==> config.mk <==
export PLATFORM = sky130hd
export DESIGN_NAME = keypad_scan_decoder
export DESIGN_NICKNAME = d
export VERILOG_FILES = /design/src/rtl/keypad_pkg.sv /design/src/rtl/key_debounce.sv /design/src/rtl/keypad_scan_decoder.sv
export SDC_FILE = /design/constraint.sdc
export NUM_CORES = 1
export LEC_CHECK = 0
export BUFFER_PORTS_ARGS = -buffer_cell sky130_fd_sc_hd__buf_2
export CAP_MARGIN = 20
export CELL_PAD_IN_SITES_DETAIL_PLACEMENT = 1
export CELL_PAD_IN_SITES_GLOBAL_PLACEMENT = 1
export CORE_ASPECT_RATIO = 1.25
export CORE_UTILIZATION = 40
export CTS_BUF_LIST = sky130_fd_sc_hd__clkbuf_4
export CTS_CLUSTER_SIZE = 24
export DETAILED_ROUTE_END_ITERATION = 10
export PLACE_DENSITY = 0.79
export SYNTH_ARGS = -nofsm -noshare
export SYNTH_HDL_FRONTEND = slang
export SYNTH_SLANG_ARGS = --single-unit
==> constraint.sdc <==
create_clock -name CLK -period 13.8 [get_ports CLK]
set_clock_uncertainty 0.1 [all_clocks]
set_input_delay 0.69 -clock CLK [delete_from_list [all_inputs] [get_ports CLK]]
set_output_delay 0.69 -clock CLK [all_outputs]
set_load 0.1 [all_outputs]
==> src/rtl/keypad_pkg.sv <==
// Shared definitions for the keypad scanner: geometry, column drive
// patterns, FSM state encoding and pattern helper functions.
package keypad_pkg;

  localparam int NUM_COLS = 4;
  localparam int NUM_ROWS = 4;
  localparam int CODE_W   = 4;
  localparam int SNAP_W   = NUM_COLS * NUM_ROWS;

  // One-cold, active-low column drive patterns
  localparam logic [NUM_COLS-1:0] COL_SEL_0 = 4'b1110;
  localparam logic [NUM_COLS-1:0] COL_SEL_1 = 4'b1101;
  localparam logic [NUM_COLS-1:0] COL_SEL_2 = 4'b1011;
  localparam logic [NUM_COLS-1:0] COL_SEL_3 = 4'b0111;

  typedef enum logic [1:0] {
    ST_IDLE    = 2'd0,
    ST_PRESSED = 2'd1,
    ST_MULTI   = 2'd2
  } key_state_e;

  // Column drive pattern for a given column index
  function automatic logic [NUM_COLS-1:0] col_sel_pattern(input logic [1:0] idx);
    logic [NUM_COLS-1:0] pat;
    case (idx)
      2'd0:    pat = COL_SEL_0;
      2'd1:    pat = COL_SEL_1;
      2'd2:    pat = COL_SEL_2;
      2'd3:    pat = COL_SEL_3;
      default: pat = COL_SEL_0;
    endcase
    return pat;
  endfunction

  // True when exactly one bit of the snapshot is set
  function automatic logic popcount_is_one(input logic [SNAP_W-1:0] v);
    logic [4:0] cnt;
    cnt = 5'd0;
    for (int i = 0; i < SNAP_W; i++) begin
      cnt = cnt + {4'd0, v[i]};
    end
    return (cnt == 5'd1);
  endfunction

endpackage

==> src/rtl/key_debounce.sv <==
// Snapshot debouncer: a full-matrix pattern is accepted once it has been
// seen unchanged on DEBOUNCE_SCANS consecutive completed scans, and is
// re-accepted on every further identical scan.
module key_debounce
  import keypad_pkg::*;
#(
  parameter int DEBOUNCE_SCANS = 8
) (
  input  logic              CLK,
  input  logic              RESET,
  input  logic              scan_done,
  input  logic [SNAP_W-1:0] snapshot,
  output logic [SNAP_W-1:0] accepted,
  output logic              accept
);

  localparam int CNT_W = (DEBOUNCE_SCANS > 2) ? $clog2(DEBOUNCE_SCANS) : 1;
  localparam logic [CNT_W-1:0] CNT_MAX = CNT_W'(DEBOUNCE_SCANS - 1);

  logic [SNAP_W-1:0] prev_snap_r;
  logic [CNT_W-1:0]  match_cnt_r;
  logic              same_s;
  logic [CNT_W-1:0]  cnt_next_s;

  // Compare against the previous snapshot and derive the saturating count
  always_comb begin
    same_s     = (snapshot == prev_snap_r);
    cnt_next_s = {CNT_W{1'b0}};
    if (same_s) begin
      if (match_cnt_r == CNT_MAX) begin
        cnt_next_s = match_cnt_r;
      end else begin
        cnt_next_s = match_cnt_r + CNT_W'(1);
      end
    end else begin
      cnt_next_s = {CNT_W{1'b0}};
    end
  end

  assign accept   = scan_done && same_s && (cnt_next_s == CNT_MAX);
  assign accepted = snapshot;

  // Track the last distinct snapshot and how many scans it has persisted
  always_ff @(posedge CLK or posedge RESET) begin
    if (RESET) begin
      prev_snap_r <= {SNAP_W{1'b0}};
      match_cnt_r <= {CNT_W{1'b0}};
    end else if (scan_done) begin
      if (!same_s) begin
        prev_snap_r <= snapshot;
      end
      match_cnt_r <= cnt_next_s;
    end
  end

endmodule

==> src/rtl/keypad_scan_decoder.sv <==
// 4x4 matrix keypad scanner: drives one-cold columns, synchronizes and
// samples the rows, debounces full-matrix snapshots and reports single
// key presses with a one-cycle strobe. Multi-key patterns are locked out.
module keypad_scan_decoder
  import keypad_pkg::*;
#(
  parameter int SCAN_DIV       = 1000,
  parameter int DEBOUNCE_SCANS = 8
) (
  input  logic                CLK,
  input  logic                RESET,
  input  logic [NUM_ROWS-1:0] ROW_IN,
  output logic [NUM_COLS-1:0] COL_SEL,
  output logic [CODE_W-1:0]   KEY_CODE,
  output logic                KEY_VALID,
  output logic                KEY_HELD,
  output logic                MULTI_KEY
);

  localparam int DIV_W = $clog2(SCAN_DIV);
  localparam logic [DIV_W-1:0] DIV_MAX = DIV_W'(SCAN_DIV - 1);

  logic [NUM_ROWS-1:0] row_meta_r;
  logic [NUM_ROWS-1:0] row_sync_r;
  logic [DIV_W-1:0]    dwell_cnt_r;
  logic [1:0]          col_idx_r;
  logic [NUM_COLS-1:0] col_sel_r;
  logic [SNAP_W-1:0]   snapshot_r;
  logic [SNAP_W-1:0]   snapshot_next_s;
  logic                dwell_tc_s;
  logic                scan_done_s;
  logic [SNAP_W-1:0]   accepted_s;
  logic                accept_s;
  logic                one_hot_s;
  logic                all_zero_s;
  logic [CODE_W-1:0]   code_s;

  key_state_e          state_r;
  logic [CODE_W-1:0]   key_code_r;
  logic                key_valid_r;
  logic                key_held_r;
  logic                multi_key_r;

  // Snapshot bit b = col*4 + row becomes code {row, col}
  function automatic logic [CODE_W-1:0] encode_key(input logic [SNAP_W-1:0] v);
    logic [3:0] idx;
    idx = 4'd0;
    for (int b = 0; b < SNAP_W; b++) begin
      idx = v[b] ? 4'(b) : idx;
    end
    return {idx[1:0], idx[3:2]};
  endfunction

  // Two-flop synchronizer for the asynchronous row lines
  always_ff @(posedge CLK or posedge RESET) begin
    if (RESET) begin
      row_meta_r <= 4'b1111;
      row_sync_r <= 4'b1111;
    end else begin
      row_meta_r <= ROW_IN;
      row_sync_r <= row_meta_r;
    end
  end

  // Terminal count of the dwell, scan completion and the updated snapshot
  always_comb begin
    dwell_tc_s      = (dwell_cnt_r == DIV_MAX);
    scan_done_s     = dwell_tc_s && (col_idx_r == 2'd3);
    snapshot_next_s = snapshot_r;
    if (dwell_tc_s) begin
      snapshot_next_s[{col_idx_r, 2'b00} +: NUM_ROWS] = ~row_sync_r;
    end else begin
      snapshot_next_s = snapshot_r;
    end
  end

  // Dwell counter, column rotation and row sampling at end of dwell
  always_ff @(posedge CLK or posedge RESET) begin
    if (RESET) begin
      dwell_cnt_r <= {DIV_W{1'b0}};
      col_idx_r   <= 2'd0;
      col_sel_r   <= COL_SEL_0;
      snapshot_r  <= {SNAP_W{1'b0}};
    end else begin
      snapshot_r <= snapshot_next_s;
      if (dwell_tc_s) begin
        dwell_cnt_r <= {DIV_W{1'b0}};
        col_idx_r   <= col_idx_r + 2'd1;
        col_sel_r   <= col_sel_pattern(col_idx_r + 2'd1);
      end else begin
        dwell_cnt_r <= dwell_cnt_r + DIV_W'(1);
      end
    end
  end

  key_debounce #(
    .DEBOUNCE_SCANS (DEBOUNCE_SCANS)
  ) u_debounce (
    .CLK       (CLK),
    .RESET     (RESET),
    .scan_done (scan_done_s),
    .snapshot  (snapshot_next_s),
    .accepted  (accepted_s),
    .accept    (accept_s)
  );

  // Classify the accepted pattern
  always_comb begin
    one_hot_s  = popcount_is_one(accepted_s);
    all_zero_s = (accepted_s == {SNAP_W{1'b0}});
    code_s     = encode_key(accepted_s);
  end

  // Key state machine: report single presses, lock out until full release
  always_ff @(posedge CLK or posedge RESET) begin
    if (RESET) begin
      state_r     <= ST_IDLE;
      key_code_r  <= 4'd0;
      key_valid_r <= 1'b0;
      key_held_r  <= 1'b0;
      multi_key_r <= 1'b0;
    end else begin
      key_valid_r <= 1'b0;
      if (accept_s) begin
        case (state_r)
          ST_IDLE: begin
            if (one_hot_s) begin
              state_r     <= ST_PRESSED;
              key_code_r  <= code_s;
              key_valid_r <= 1'b1;
              key_held_r  <= 1'b1;
            end else if (!all_zero_s) begin
              state_r     <= ST_MULTI;
              multi_key_r <= 1'b1;
            end
          end
          ST_PRESSED: begin
            if (all_zero_s) begin
              state_r    <= ST_IDLE;
              key_held_r <= 1'b0;
            end
          end
          ST_MULTI: begin
            if (all_zero_s) begin
              state_r     <= ST_IDLE;
              multi_key_r <= 1'b0;
            end
          end
          default: begin
            state_r     <= ST_IDLE;
            key_held_r  <= 1'b0;
            multi_key_r <= 1'b0;
          end
        endcase
      end
    end
  end

  assign COL_SEL   = col_sel_r;
  assign KEY_CODE  = key_code_r;
  assign KEY_VALID = key_valid_r;
  assign KEY_HELD  = key_held_r;
  assign MULTI_KEY = multi_key_r;

endmodule

== Word level (Yosys, flattened, before mapping) ==
Index checks and enable logic that the tools add are counted.
Widths: inputs -> output; s select.
Storage, ports and cells
  flip-flop bits (word level): 68
  bits in latches: 0
  bits in writable memories: 0
  bits in read-only memories: 0
  input bits: 6
  output and inout port bits: 11
  logic and storage cells: 102
  memories kept: 0
Operators by class
  add/subtract/negate cells: 19
  multipliers: 0
  div/mod/pow operators: 0
  magnitude comparators: 0
  equal/unequal tests: 18
  shifts and indexed selects: 2
  mux-type cells: 34
  bitwise logic cells: 4
  reduce and logical (&&, ||, !) cells: 12
Operator list (number)
  $add 5x1->5: 11
  $mux 4: 8
  $mux 3: 6
  $bwmux 16: 1
  $eq 16x16->1: 1
  $logic_not 16->1: 1
  $mux 16: 1
  $pmux 4 s4: 1
  $shift 4x6->16 const A: 1
  $shiftx 4x6->16: 1
  $add 10x1->10 const B: 1
  $eq 10x10->1 const B: 1
  $mux 10: 1
  $mux 2: 5
  $ne 2x2->1 const B: 5
  $eq 2x2->1 const B: 4
  $mux 1: 8
  $eq 3x3->1 const B: 2
  $neg 4->6: 1
  $pmux 1 s3: 2
  $reduce_and 3->1: 2
  $add 4x1->5: 1
  $eq 5x1->1 const B: 1
  $reduce_and 5->1: 1
  16 further kinds: 22

== Depth between registers and ports, before layout ==
  word-level depth: 23
  gate-level depth with buffers: 22
  depth with buffers taken out: 21

== By module ==
Synthesis repeated with hierarchy kept, for this count alone.
Unflattened totals
  cell total of the unflattened synthesis: 334
  area total of the unflattened synthesis: 3843.7 µm²
Modules (own cells, without submodules)
  keypad_scan_decoder: instances 1, cells each 241, area an instance 2712.6 µm², seq. area each 1239.9 µm²
  key_debounce: instances 1, cells each 93, area an instance 1131.1 µm², seq. area each 475.5 µm²

== Worst setup path before layout ==
No wires, ideal clock.
  path type: flip-flop to flip-flop
  from: reg col_idx_r[0]
  to: reg key_code_r[0], in the netlist KEY_CODE[0]
  setup time: 128 ps
  arrival time: 5680 ps
  required time: 13572 ps
  slack: 7892 ps
  cell stages (with the launch flop): 19
  path buffers: 1
  period minus slack after synthesis: 5908 ps
  cell sequence: dfrtp_1 > clkbuf_1 > inv_1 > ha_1 > or4b_1 > o31ai_1 > inv_1 > fa_1 > fa_1 > fa_1 > fa_1 > inv_1 > ha_1 > fa_1 > o21ai_0 > and4b_1 > nand2_1 > and2b_1 > mux2_1
Between the ends
  elaborated cells on any way between the ends: 41
  classes of those cells: add/sub: 16; eq/ne: 4; shift: 2; mux: 15; reduce/logical: 4
RTL lines
  start, declared: RTL line keypad_scan_decoder.sv:26  | logic [1:0] col_idx_r;
  start signal, assigned: RTL line keypad_scan_decoder.sv:88  | col_idx_r <= col_idx_r + 2'd1;
  $neg 4->6 (*): RTL line keypad_scan_decoder.sv:71  | snapshot_next_s[{col_idx_r, 2'b00} +: NUM_ROWS] = ~row_sync_r;
  $shiftx 4x6->16 or $shift 4x6->16 (tied branches): RTL line keypad_scan_decoder.sv:71
  $bwmux 16 (*): RTL line keypad_scan_decoder.sv:71
  $mux 16 (*): RTL line keypad_scan_decoder.sv:70  | if (dwell_tc_s) begin
  named net accepted_s[15]: RTL line keypad_scan_decoder.sv:32  | logic [SNAP_W-1:0] accepted_s;
  branches (longest 5 deep; another with $add 5x1->5)
  end signal, assigned: RTL line keypad_scan_decoder.sv:129  | key_code_r <= code_s;
  end, declared: RTL line keypad_scan_decoder.sv:39  | logic [CODE_W-1:0] key_code_r;
Mark *: on every way through the listed nets, which the timed path passes.
A chain may end at the register's enable or synchronous reset.

== Final worst setup path ==
  from: reg col_idx_r[0]
  to: reg key_code_r[3], in the netlist KEY_CODE[3]
The elaborated chain is that of the path after synthesis.

==> qor.yml <==
grt_pass1_wl_mm: 18.8
post_cts_buffers: 0
yosysWarnings: 0
whs_ns: 0.242
areaGrowthSynthToFinish_pct: 8.23
slew_headroom_pct: 41.3
setup_tns_ns: 0
core_sq_um: 10200
wl_mm: 11.4
worstPathRequired_ns: 14.03
synthArstFlopShare_pct: 100
first_pass_iters: 4
crit_path_end_kind: "flip-flop"
cp_common_cell: "fa_1"
cap_violations: 0
vias: 3323
synth_nets: 452
clock_path_buffers: 2
hold_class: "in -> reg"
routedWlPerCell_microns: 20.0
yosys.area.top_type: "dfrtp_1"
cts_tree: "done"
arrival_ns: 6.78
syn_area_per_cell_sq_um: 10.1
die_x_microns: 94.1
slew_viol_final: 0
cts_resized: 0
holdBufCountCts: 0
power_density_nw_per_um2: 78.3
cp-start-kind: "flip-flop"
min_period_over_period_pct: 47.5
syn_inst: 420
setup_ws_ns: 7.25
gp_congestion: 0.900
initial_utilization_pct: 41.6
path_cells: "inv_1, ha_1, or4b_1, o31ai_1, inv_1, fa_1, fa_1, fa_1, fa_1, inv_1, ha_1, fa_1, o21ai_0, and4b_1, nand2_1, and2b_1, mux2_1"
setup_viol: 0
synthesis.area_sq_um: 4240
antenna_found_initial: 1
cts-root-buf: "clkbuf_4"
synth-seq-area-share_pct: 40.4
cp_slowest_cell: "or4b_1"
path_max_fanout: 17
fmax_ghz: 0.153
synthTopCellsByArea: "dfrtp_1 (34%), dfstp_2 (6.8%), fa_1 (4.7%)"
cts_buffers: 9
viasPerCell: 5.83
dieArea_sq_um: 11000
drive_gt1_share_pct: 13.6
synth.distinct_cells: 73
gr-total-overflow: 0
worstSetupPathType: "reg -> reg"
drcViolationCount: 0
placementRows: 41
drtIter0Drc: 279
grtUsageTotal_pct: 23.0
vdd_ir_drop_max_uv: 41.5
die_y_microns: 117
synth_top_area_share_pct: 33.6
clk_pin_slew_ns: 0.11
ant_nets: 0
clkSinkCount: 68
portBuffers: 16
final_nets: 467
clk_latency_ns: 0.44
worst_pin_slew_ns: 0.880
critPathMaxStageDelay_ns: 0.64
hold_violations: 0
yosys_most_used_dff: "dfrtp_1"
ys_seq_elements: 68
grt_max_degree: 69
rsz0062_at_grt: "false"
fillers: 1171
ios: 17
place_hpwl_mm: 8.65
status: "finished, final reports clean"
leakage_nw: 2.10
dpl_worst_slack_ns: 7.36
synth_edf_count: 0
grt_pass1_vias: 3599
period_needed_ns: 6.55
cts_htree_levels: 3
[per-stage QoR]
step / instance area (sq um) / std cells / total power (W) / util (%)
2_1_floorplan: 4240 / 420 / 0.000210 / -
3_3_place_gp: 4430 / 553 / 0.000213 / 43.4
3_5_place_dp: 4430 / 553 / 0.000213 / 43.4
4_1_cts: 4590 / 569 / 0.000364 / 45.0
5_1_grt: 4590 / 570 / 0.000372 / 45.0
6_report: 4590 / 570 / 0.000360 / 45.0
[critical path, delay by kind of cell (launching register included)]
family | cells | cell delay (ns)
buf+inv | 3 | 0.42
compound gates | 2 | 0.55
simple gates | 4 | 1.33
fa+ha+maj | 7 | 3.07
mux | 1 | 0.34
flops | 1 | 0.62
[metal layers]
metal / up-vias / GRT usage (%) / routed length, microns
li1: 1541 / - / -
met2: 63 / 39.9 / 5830
met1: 1688 / 27.2 / 4800
met4: 0 / 12.5 / 482
met5: - / 0 / 0
met3: 31 / 4.01 / 290
[area by class of cell]
type | instances | area [sq um] | area share [%]
multi-input cells | 300 | 2310 | 50.4
flip-flops and latches | 68 | 1720 | 37.4
well taps | 129 | 161 | 3.51
inverters | 37 | 139 | 3.02
repair buffers | 19 | 103 | 2.23
clock buffers | 11 | 82.6 | 1.80
clock inverters | 5 | 76.3 | 1.66
diodes | 1 | 2.50 | 0.0545
[power by group]
group	leakage [nW]	internal [W]	switching, W
combinational	1.12	0.00000126	0.00000454
sequential	0.897	0.000201	0.00000209
clock	0.0845	0.0000767	0.0000735
total	2.10	0.000279	0.0000801
[cell usage after synthesis, types with 3 or more instances]
cell       n
and2_1     5
and4_1     3
a21oi_1   13
a211oi_1   5
xor2_1     7
mux2_2     5
nand2b_1   9
o31ai_1    5
or3_1      5
nor2_1    29
nand2_1   29
and3_1     5
mux2i_1   15
o21ai_1    4
fa_1      10
a31oi_1    3
clkbuf_1  11
nand3_1   14
nor4b_1    7
inv_1     37
dfstp_2   11
mux2_1    15
nand3b_1   3
nand4_1    6
o21ai_0   19
nor3_1     3
dfrtp_1   57
or4b_1     3
xnor2_1    7
a32o_1     3
a21o_1     3
ha_1      16
[placed cells by master, fill, tap and decap left out, drive strengths merged, types with 13 or more instances in the layout]
cell / instances
buf: 19
mux2: 21
nand3: 14
nor2: 29
a21oi: 13
mux2i: 16
o21ai: 23
ha: 16
dfrtp: 57
inv: 37
nand2: 29
[sequential cells by signal, indices dropped and copies added, names as in the netlist]
name and count:
snapshot_r 16, u_debounce.prev_snap_r 16, dwell_cnt_r 10, COL_SEL 4, KEY_CODE 4, row_meta_r 4, row_sync_r 4, u_debounce.match_cnt_r 3
col_idx_r 2, state_r 2, KEY_HELD 1, KEY_VALID 1, MULTI_KEY 1
[final timing paths]
check,depth (start not counted),slack [ns],from,endpoint
min reg2reg,0,0.26,row_meta_r[2],row_sync_r[2]
max,17,7.25,col_idx_r[0],KEY_CODE[3]
min in group asynchronous,3,0.39,RESET,dwell_cnt_r[8]
min,1,0.24,ROW_IN[0],row_meta_r[0]
max in group asynchronous,3,12.63,RESET,snapshot_r[9]
max reg2reg,17,7.25,col_idx_r[0],KEY_CODE[3]
[cell families (layout without fill, tap and decap cells)]
logic type | Yosys count | in the layout | synth area share [%]
buf+inv | 52 | 72 | 5.07
mux | 37 | 37 | 9.52
simple gates | 141 | 141 | 19.5
fa+ha+maj | 26 | 26 | 9.44
xor+xnor | 14 | 14 | 2.89
flops | 68 | 68 | 40.4
other cells | 0 | 1 | 0
compound gates | 82 | 82 | 13.2
(Power assumes the default switching activity.)
